## config.mk

```make
export PLATFORM = sky130hd
export DESIGN_NAME = vending_machine
export DESIGN_NICKNAME = d
export VERILOG_FILES = /design/src/rtl/vending_machine.sv
export SDC_FILE = /design/constraint.sdc
export NUM_CORES = 1
export LEC_CHECK = 0
export ABC_AREA = 1
export CORE_MARGIN = 2
export CORE_UTILIZATION = 35
export DETAILED_ROUTE_END_ITERATION = 10
export PLACE_DENSITY = 0.68
export SYNTH_ARGS = -nofsm -noshare
export SYNTH_HDL_FRONTEND = slang
export SYNTH_SLANG_ARGS = --single-unit
export TNS_END_PERCENT = 10
```

## constraint.sdc

```tcl
create_clock -name clk -period 3.7 [get_ports clk]
set_input_delay 0.74 -clock clk [delete_from_list [all_inputs] [get_ports clk]]
set_output_delay 0.74 -clock clk [all_outputs]
set_load 0.005 [all_outputs]
```

## src/rtl/vending_machine.sv

```systemverilog
// Ticket vending controller: choose stations, choose a ticket count, then pay with coins.
// Every output is registered. A session ends in DONE and only reset starts a new one.
module vending_machine (
  input  logic        clk,
  input  logic        reset,
  input  logic [31:0] howManyTicket,
  input  logic [2:0]  origin,
  input  logic [2:0]  destination,
  input  logic [31:0] money,
  output logic [31:0] costOfTicket,
  output logic [31:0] moneyToPay,
  output logic [31:0] totalMoney,
  output logic [1:0]  state_o
);

  typedef enum logic [1:0] {
    IDLE   = 2'd0,
    TICKET = 2'd1,
    PAY    = 2'd2,
    DONE   = 2'd3
  } state_t;

  state_t      state_q, state_d;
  logic [5:0]  fare_q, fare_d;
  logic [31:0] cost_q, cost_d;
  logic [31:0] owe_q, owe_d;
  logic [31:0] total_q, total_d;

  logic [2:0]  diff;
  logic [3:0]  diff_p1;
  logic [5:0]  fare_calc;
  logic [9:0]  prod;
  logic [31:0] new_total;
  logic        stn_ok, cnt_ok, coin_ok;

  // A fare unit is the station distance plus one; 5 * n is built as 4n + n.
  assign diff      = (origin > destination) ? (origin - destination) : (destination - origin);
  assign diff_p1   = {1'b0, diff} + 4'd1;
  assign fare_calc = {diff_p1, 2'b00} + {2'b00, diff_p1};
  assign prod      = {4'b0000, fare_q} * {6'b000000, howManyTicket[3:0]};
  assign new_total = total_q + money;

  assign stn_ok  = (origin >= 3'd1) && (origin <= 3'd5) &&
                   (destination >= 3'd1) && (destination <= 3'd5);
  assign cnt_ok  = (howManyTicket >= 32'd1) && (howManyTicket <= 32'd15);
  assign coin_ok = (money == 32'd1) || (money == 32'd5) || (money == 32'd10) ||
                   (money == 32'd50) || (money == 32'd100);

  always_comb begin
    state_d = state_q;
    fare_d  = fare_q;
    cost_d  = cost_q;
    owe_d   = owe_q;
    total_d = total_q;
    case (state_q)
      IDLE: begin
        if (stn_ok) begin
          fare_d  = fare_calc;
          state_d = TICKET;
        end
      end
      TICKET: begin
        if (cnt_ok) begin
          cost_d  = {22'd0, prod};
          owe_d   = {22'd0, prod};
          state_d = PAY;
        end
      end
      PAY: begin
        if (coin_ok) begin
          total_d = new_total;
          if (new_total >= cost_q) begin
            owe_d   = 32'd0;
            state_d = DONE;
          end else begin
            owe_d = cost_q - new_total;
          end
        end
      end
      default: ; // DONE holds everything until reset
    endcase
  end

  always_ff @(posedge clk or negedge reset) begin
    if (!reset) begin
      state_q <= IDLE;
      fare_q  <= 6'd0;
      cost_q  <= 32'd0;
      owe_q   <= 32'd0;
      total_q <= 32'd0;
    end else begin
      state_q <= state_d;
      fare_q  <= fare_d;
      cost_q  <= cost_d;
      owe_q   <= owe_d;
      total_q <= total_d;
    end
  end

  assign costOfTicket = cost_q;
  assign moneyToPay   = owe_q;
  assign totalMoney   = total_q;
  assign state_o      = state_q;

endmodule

```

-- After elaboration in Yosys (flattened, before gate mapping)
Index checks and enable logic that the tools add are counted.
- flip-flop bits (word level): 82
- bits of input ports: 72
- output and inout bits: 98
- add/subtract/negate cells: 6
- multipliers: 1
- magnitude comparators: 8
- eq/ne operators: 11
- muxes and demuxes: 10
- reductions and logical operators: 16
- operators by type and width (operator ; count):
    $mux W32 ; 3
    $pmux W32 S2 ; 1
    $add A32 B32 Y32 ; 1
    $eq A32 B1 Y1 const B ; 1
    $eq A32 B3 Y1 const B ; 1
    $eq A32 B4 Y1 const B ; 1
    $eq A32 B6 Y1 const B ; 1
    $eq A32 B7 Y1 const B ; 1
    $ge A32 B1 Y1 const B ; 1
    $ge A32 B10 Y1 ; 1
    $le A32 B4 Y1 const B ; 1
    $sub A10 B32 Y32 ; 1
    $mul A6 B4 Y10 ; 1
    $mux W2 ; 4
    $ne A2 B2 Y1 const B ; 4
    $add A6 B4 Y6 ; 1
    $ge A3 B1 Y1 const B ; 2
    $le A3 B3 Y1 const B ; 2
    $pmux W2 S3 ; 1
    $reduce_and A2 Y1 ; 3
    $sub A3 B3 Y3 ; 2
    $reduce_and A5 Y1 ; 1
    $add A3 B1 Y4 const B ; 1
    $logic_and A1 B1 Y1 ; 4
    9 further kinds ; 12

-- Longest topological paths before layout
- depth after elaboration: 7
- mapped depth: 21

-- Worst setup path before layout
Ideal clock, no wire load.
- path type: input port to flip-flop
- from: in howManyTicket[3]
- to: reg owe_q[9] (netlist: moneyToPay[9])
- setup time: 0.066 ns
- arrival: 3.288 ns
- path slack: 0.346 ns
- cell stages on the path: 17
- path buffers: 0
- cells stage by stage: nand2_1 -> fa_1 -> inv_1 -> fa_1 -> ha_1 -> a21oi_1 -> nand2_1 -> a21oi_1 -> o21bai_1 -> a21oi_1 -> nor2_1 -> nor2_1 -> xnor2_1 -> nand2_1 -> o21ai_0 -> nand3_1 -> nand2_1
- cells in the longest elaborated chain, start to end: 4
- elaborated cells between the ends (all ways): 8
- those cells by class: mul: 1; order compare: 2; eq/ne: 1; mux: 2; reduce/logical: 2
- ends and longest elaborated chain (element ; RTL line ; source):
    start: declaration ; 6 ; input logic [31:0] howManyTicket,
    parallel branches: the longest is 4 deep, another holds $mul A6 B4 Y10 ; n/a ;
    end signal: assignment ; 95 ; owe_q <= owe_d;
    end: declaration ; 26 ; logic [31:0] owe_q, owe_d;
Parallel ways; which one is timed is not known. The select of a mux whose other input is x is not followed.
A chain may end at the register's enable or synchronous reset.

-- Final worst setup path
- from: in money[3]
- to: reg owe_q[21] (netlist: moneyToPay[21])
- cells in the longest elaborated chain, start to end: 7
- elaborated cells between the ends (all ways): 17
- those cells by class: add/sub: 2; order compare: 1; eq/ne: 6; mux: 3; reduce/logical: 5
- ends and longest elaborated chain (element ; RTL line ; source):
    start: declaration ; 9 ; input logic [31:0] money,
    parallel branches: the longest is 7 deep, another holds $add A32 B32 Y32 ; n/a ;
Parallel ways; which one is timed is not known. The select of a mux whose other input is x is not followed.

==> parameters.txt <==
Parameter                              Value

Die
  Vertical die dimension    around 150 um
  I/O pin total    170
  Initial core utilization    0.353
  Core ar.    22400 sq um
  Row count    between 50 and 60
  Horizontal extent of the die    approximately 150 um
  Area of the die    ~24000 sq um

Route
  Post-detailed-route via-to-cell ratio    4.71
  Starting DRC count in detailed routing    between 500 and 600
  Wire length per cell    ~14 um
  Pre-antenna DRT Iters    5
  Number of nets with antenna violations after routing    0
  Number of vias after detailed routing    between 8000 and 9000
  DRT Wirelength    ~24 mm
  Number of remaining DRC errors    0

STA
  Post-layout minimum cycle time    3.51 ns
  Count of final hold-check violations    0
  Achievable clock frequency    0.285 GHz
  Setup TNS    0 ns
  Period utilisation layout    0.948
  Final setup fails    0
  Unrepaired setup endpoints after global routing    yes
  Transition time at the pin with the least slew margin    about 0.66 ns
  Largest clock skew in the final design    approximately 0.011 ns
  Total count of max-transition violations in the final report    0
  Worst slew slack as a fraction of its limit    0.562

Synthesis
  Yosys synthesis warning count    0
  Proportion of register bits with asynchronous set or reset after synthesis    1.00
  Synthesized area per cell    between 6 and 7 sq um
  Number of flops mapped to enable cells by yosys    0
  Number of unique standard cell types used by synthesis    45
  Register area share after synthesis    0.259
  FF+latch count, synth    82
  Gate count after technology mapping    1230
  Post-synth top flop    sky130_fd_sc_hd__dfrtp_1
  Mapped cell area    7920 sq um

Clock tree
  Clk Latency, worst-skew pair    0.35 ns
  Deepest clock path buffer count    2
  CTS tree    done
  Root Buffer Master    sky130_fd_sc_hd__clkbuf_16
  TritonCTS buffer count    9
  Count of hold-fix buffers inserted at cts    0
  Max H-tree Level    3
  Clock slew seen by the registers of the worst setup and hold paths    approximately 0.070 ns
  TritonCTS Sinks    82

Placed design
  Routability Congestion    between 0.8 and 0.9
  Post-place instance area    ~10000 sq um
  Count of input and output buffers    around 150
  HPWL after detailed placement    between 15 and 20 mm
  Placed instance count    ~1700

Final layout
  Number of nets in the final layout    roughly 1600
  Area added between synthesis and finish    35.6%
  Total of fill cells in the finished design    approximately 2300
  Fraction of final layout cells sized beyond drive strength 1    0.115
  Non-filler cells in the finished layout    ~1800
  Total inserted antenna cells    0
  Area taken by multi-input logic gates    roughly 5000 sq um
  Core Util, Final    0.479
  Register area    between 2000 and 2500 sq um
  Non-Filler Cell Area, Final    roughly 11000 sq um

Global routing
  Pin count of the biggest net entering global routing    49
  Global-route usage over all layers    0.202
  Number of antenna violations at the first check in global routing    0
  Via count of the first global-routing pass    between 7000 and 8000
  Global-route wire length before repair    ~39 mm
  Total grt overflow    0

Pwr
  Standby leakage power    6.01 nW
  Peak supply drop    ~260 uV
  Power Density    between 300 and 400 nW/um^2

Critical path
  Endpoint type of the worst setup path    flip-flop
  CP Data Required Time    about 4 ns
  CP Launch Type    primary input
  Critical setup path kind    in -> reg
  Critical path arrival    ~3.7 ns
  Critical path peak fanout    6

Min path
  Worst Hold Class    in -> async

Job
  Max Cap Violations    0

Status
  Run status    finished clean
-- stage by stage --
stage	power (mW)	worst slack (ns)	hold slack [ns]
2_1_floorplan	2.17	0.346	0.444
3_3_place_gp	2.98	-0.264	0.450
3_5_place_dp	3.01	-0.329	0.455
4_1_cts	3.92	0.00674	0.438
5_1_grt	4.32	-0.0548	0.469
6_report	3.97	0.193	0.409
-- cell usage after synthesis, types with 3 or more instances --
| cell type | count | share of area |
|---|---|---|
| sky130_fd_sc_hd__xnor2_1 | 11 | 0.012 |
| sky130_fd_sc_hd__nor4_1 | 13 | 0.010 |
| sky130_fd_sc_hd__nor2_1 | 70 | 0.033 |
| sky130_fd_sc_hd__o21ai_1 | 8 | 0.0051 |
| sky130_fd_sc_hd__nor2_4 | 3 | 0.0043 |
| sky130_fd_sc_hd__ha_1 | 66 | 0.10 |
| sky130_fd_sc_hd__nand3_1 | 70 | 0.044 |
| sky130_fd_sc_hd__a21oi_2 | 4 | 0.0044 |
| sky130_fd_sc_hd__buf_4 | 22 | 0.021 |
| sky130_fd_sc_hd__nand3b_1 | 6 | 0.0057 |
| sky130_fd_sc_hd__nand2_2 | 15 | 0.012 |
| sky130_fd_sc_hd__o21bai_1 | 3 | 0.0028 |
| sky130_fd_sc_hd__nor2_2 | 6 | 0.0047 |
| sky130_fd_sc_hd__nand4_1 | 9 | 0.0071 |
| sky130_fd_sc_hd__and2_1 | 4 | 0.0032 |
| sky130_fd_sc_hd__dfrtp_1 | 82 | 0.26 |
| sky130_fd_sc_hd__fa_1 | 13 | 0.033 |
| sky130_fd_sc_hd__or2_2 | 4 | 0.0032 |
| sky130_fd_sc_hd__nand2_1 | 471 | 0.22 |
| sky130_fd_sc_hd__a21oi_1 | 31 | 0.020 |
| sky130_fd_sc_hd__nor3_1 | 9 | 0.0057 |
| sky130_fd_sc_hd__inv_1 | 205 | 0.097 |
| sky130_fd_sc_hd__xor2_1 | 19 | 0.021 |
| sky130_fd_sc_hd__o21ai_0 | 48 | 0.030 |
| sky130_fd_sc_hd__clkbuf_1 | 12 | 0.0057 |
-- cell usage in the layout (no fill, tap or decap), drive strengths merged, types with 3 or more instances in the layout --
cell           Yosys  final
nand2            486    486
inv              206    206
clkdlybuf4s50      0    140
buf               23     98
dfrtp             82     82
nor2              79     79
nand3             73     73
ha                66     66
o21ai             56     56
a21oi             35     35
conb               1     22
xor2              19     19
nor4              13     13
fa                13     13
xnor2             11     11
clkbuf            12     11
nor3               9      9
nand4              9      9
nand3b             7      7
dlymetal6s2s       0      6
or2                5      5
and2               4      4
o21bai             4      4
clkinvlp           0      3
-- flip-flops by register name, summed over array words and instances, names as in the netlist --
signal        count
fare_q            6
state_o           2
costOfTicket     10
moneyToPay       32
totalMoney       32
-- critical path: stages --
cell	delay (ns)
sky130_fd_sc_hd__clkdlybuf4s50_1	0.46
sky130_fd_sc_hd__ha_1	0.34
sky130_fd_sc_hd__nand2_1	0.10
sky130_fd_sc_hd__nor2_2	0.15
sky130_fd_sc_hd__nand3_1	0.09
sky130_fd_sc_hd__nand2_1	0.11
sky130_fd_sc_hd__xor2_1	0.15
sky130_fd_sc_hd__inv_1	0.12
sky130_fd_sc_hd__ha_1	0.34
sky130_fd_sc_hd__nand3_1	0.09
sky130_fd_sc_hd__nor3_1	0.21
sky130_fd_sc_hd__nand2_1	0.12
sky130_fd_sc_hd__nor2_1	0.11
sky130_fd_sc_hd__nand2_1	0.06
sky130_fd_sc_hd__nand3_2	0.13
sky130_fd_sc_hd__nor2_4	0.06
sky130_fd_sc_hd__nand3_4	0.12
sky130_fd_sc_hd__clkinv_4	0.09
sky130_fd_sc_hd__o21ai_1	0.08
sky130_fd_sc_hd__nand2_1	0.07
-- path summary, 6_finish.rpt --
| path | start | end | slack (ns) | cells after the start |
|---|---|---|---|---|
| min in group clk | moneyToPay[14] | moneyToPay[14] | 0.47 | 2 |
| hold reg to reg | moneyToPay[14] | moneyToPay[14] | 0.47 | 2 |
| setup / recovery | money[3] | moneyToPay[21] | 0.19 | 20 |
| hold / removal | reset | totalMoney[27] | 0.41 | 1 |
| max in group asynchronous | reset | totalMoney[0] | 2.57 | 2 |
| setup reg to reg | fare_q[2] | moneyToPay[9] | 0.50 | 17 |
-- layer usage --
metal,vias up,wire [um],track usage
li1,4255,-,-
met1,3757,11100,0.265
met2,247,11400,0.350
met3,24,1270,0.0294
met4,0,408,0.0481
met5,-,0,0
-- cell families after synthesis --
family | count (synthesis) | synth area share
and+or+nand+nor | 688 | 0.366
buffers and inverters | 242 | 0.126
AOI/OAI and AO/OA | 106 | 0.0760
DFF | 82 | 0.259
adders and majority gates | 79 | 0.137
xor gates and xnor gates | 30 | 0.0332
muxes | 2 | 0.00284
other | 1 | 0.000473
-- cell type report --
type                            instances  area share
Clock buffer                           11      0.0235
Multi-Input combinational cell        927       0.470
Clock inverter                          4     0.00256
Tap cell                              285      0.0332
Sequential cell                        82       0.191
Timing Repair Buffer                  244       0.207
Inverter                              207      0.0728
-- report_power, final --
part	total, mW	internal, mW	switching, mW
Combinational	2.00	0.951	1.05
Sequential	1.08	0.988	0.0960
Clock	0.882	0.487	0.395
-- timing repair --
| item | 4_1_cts | 5_1_grt |
|---|---|---|
| endpoints found under the hold margin | 0 | 0 |
| setup endpoints to repair | 0 | 25 |
| gates resized for setup | 0 | 25 |
| buffers inserted | 0 | 3 |
(Power assumes the default switching activity.)
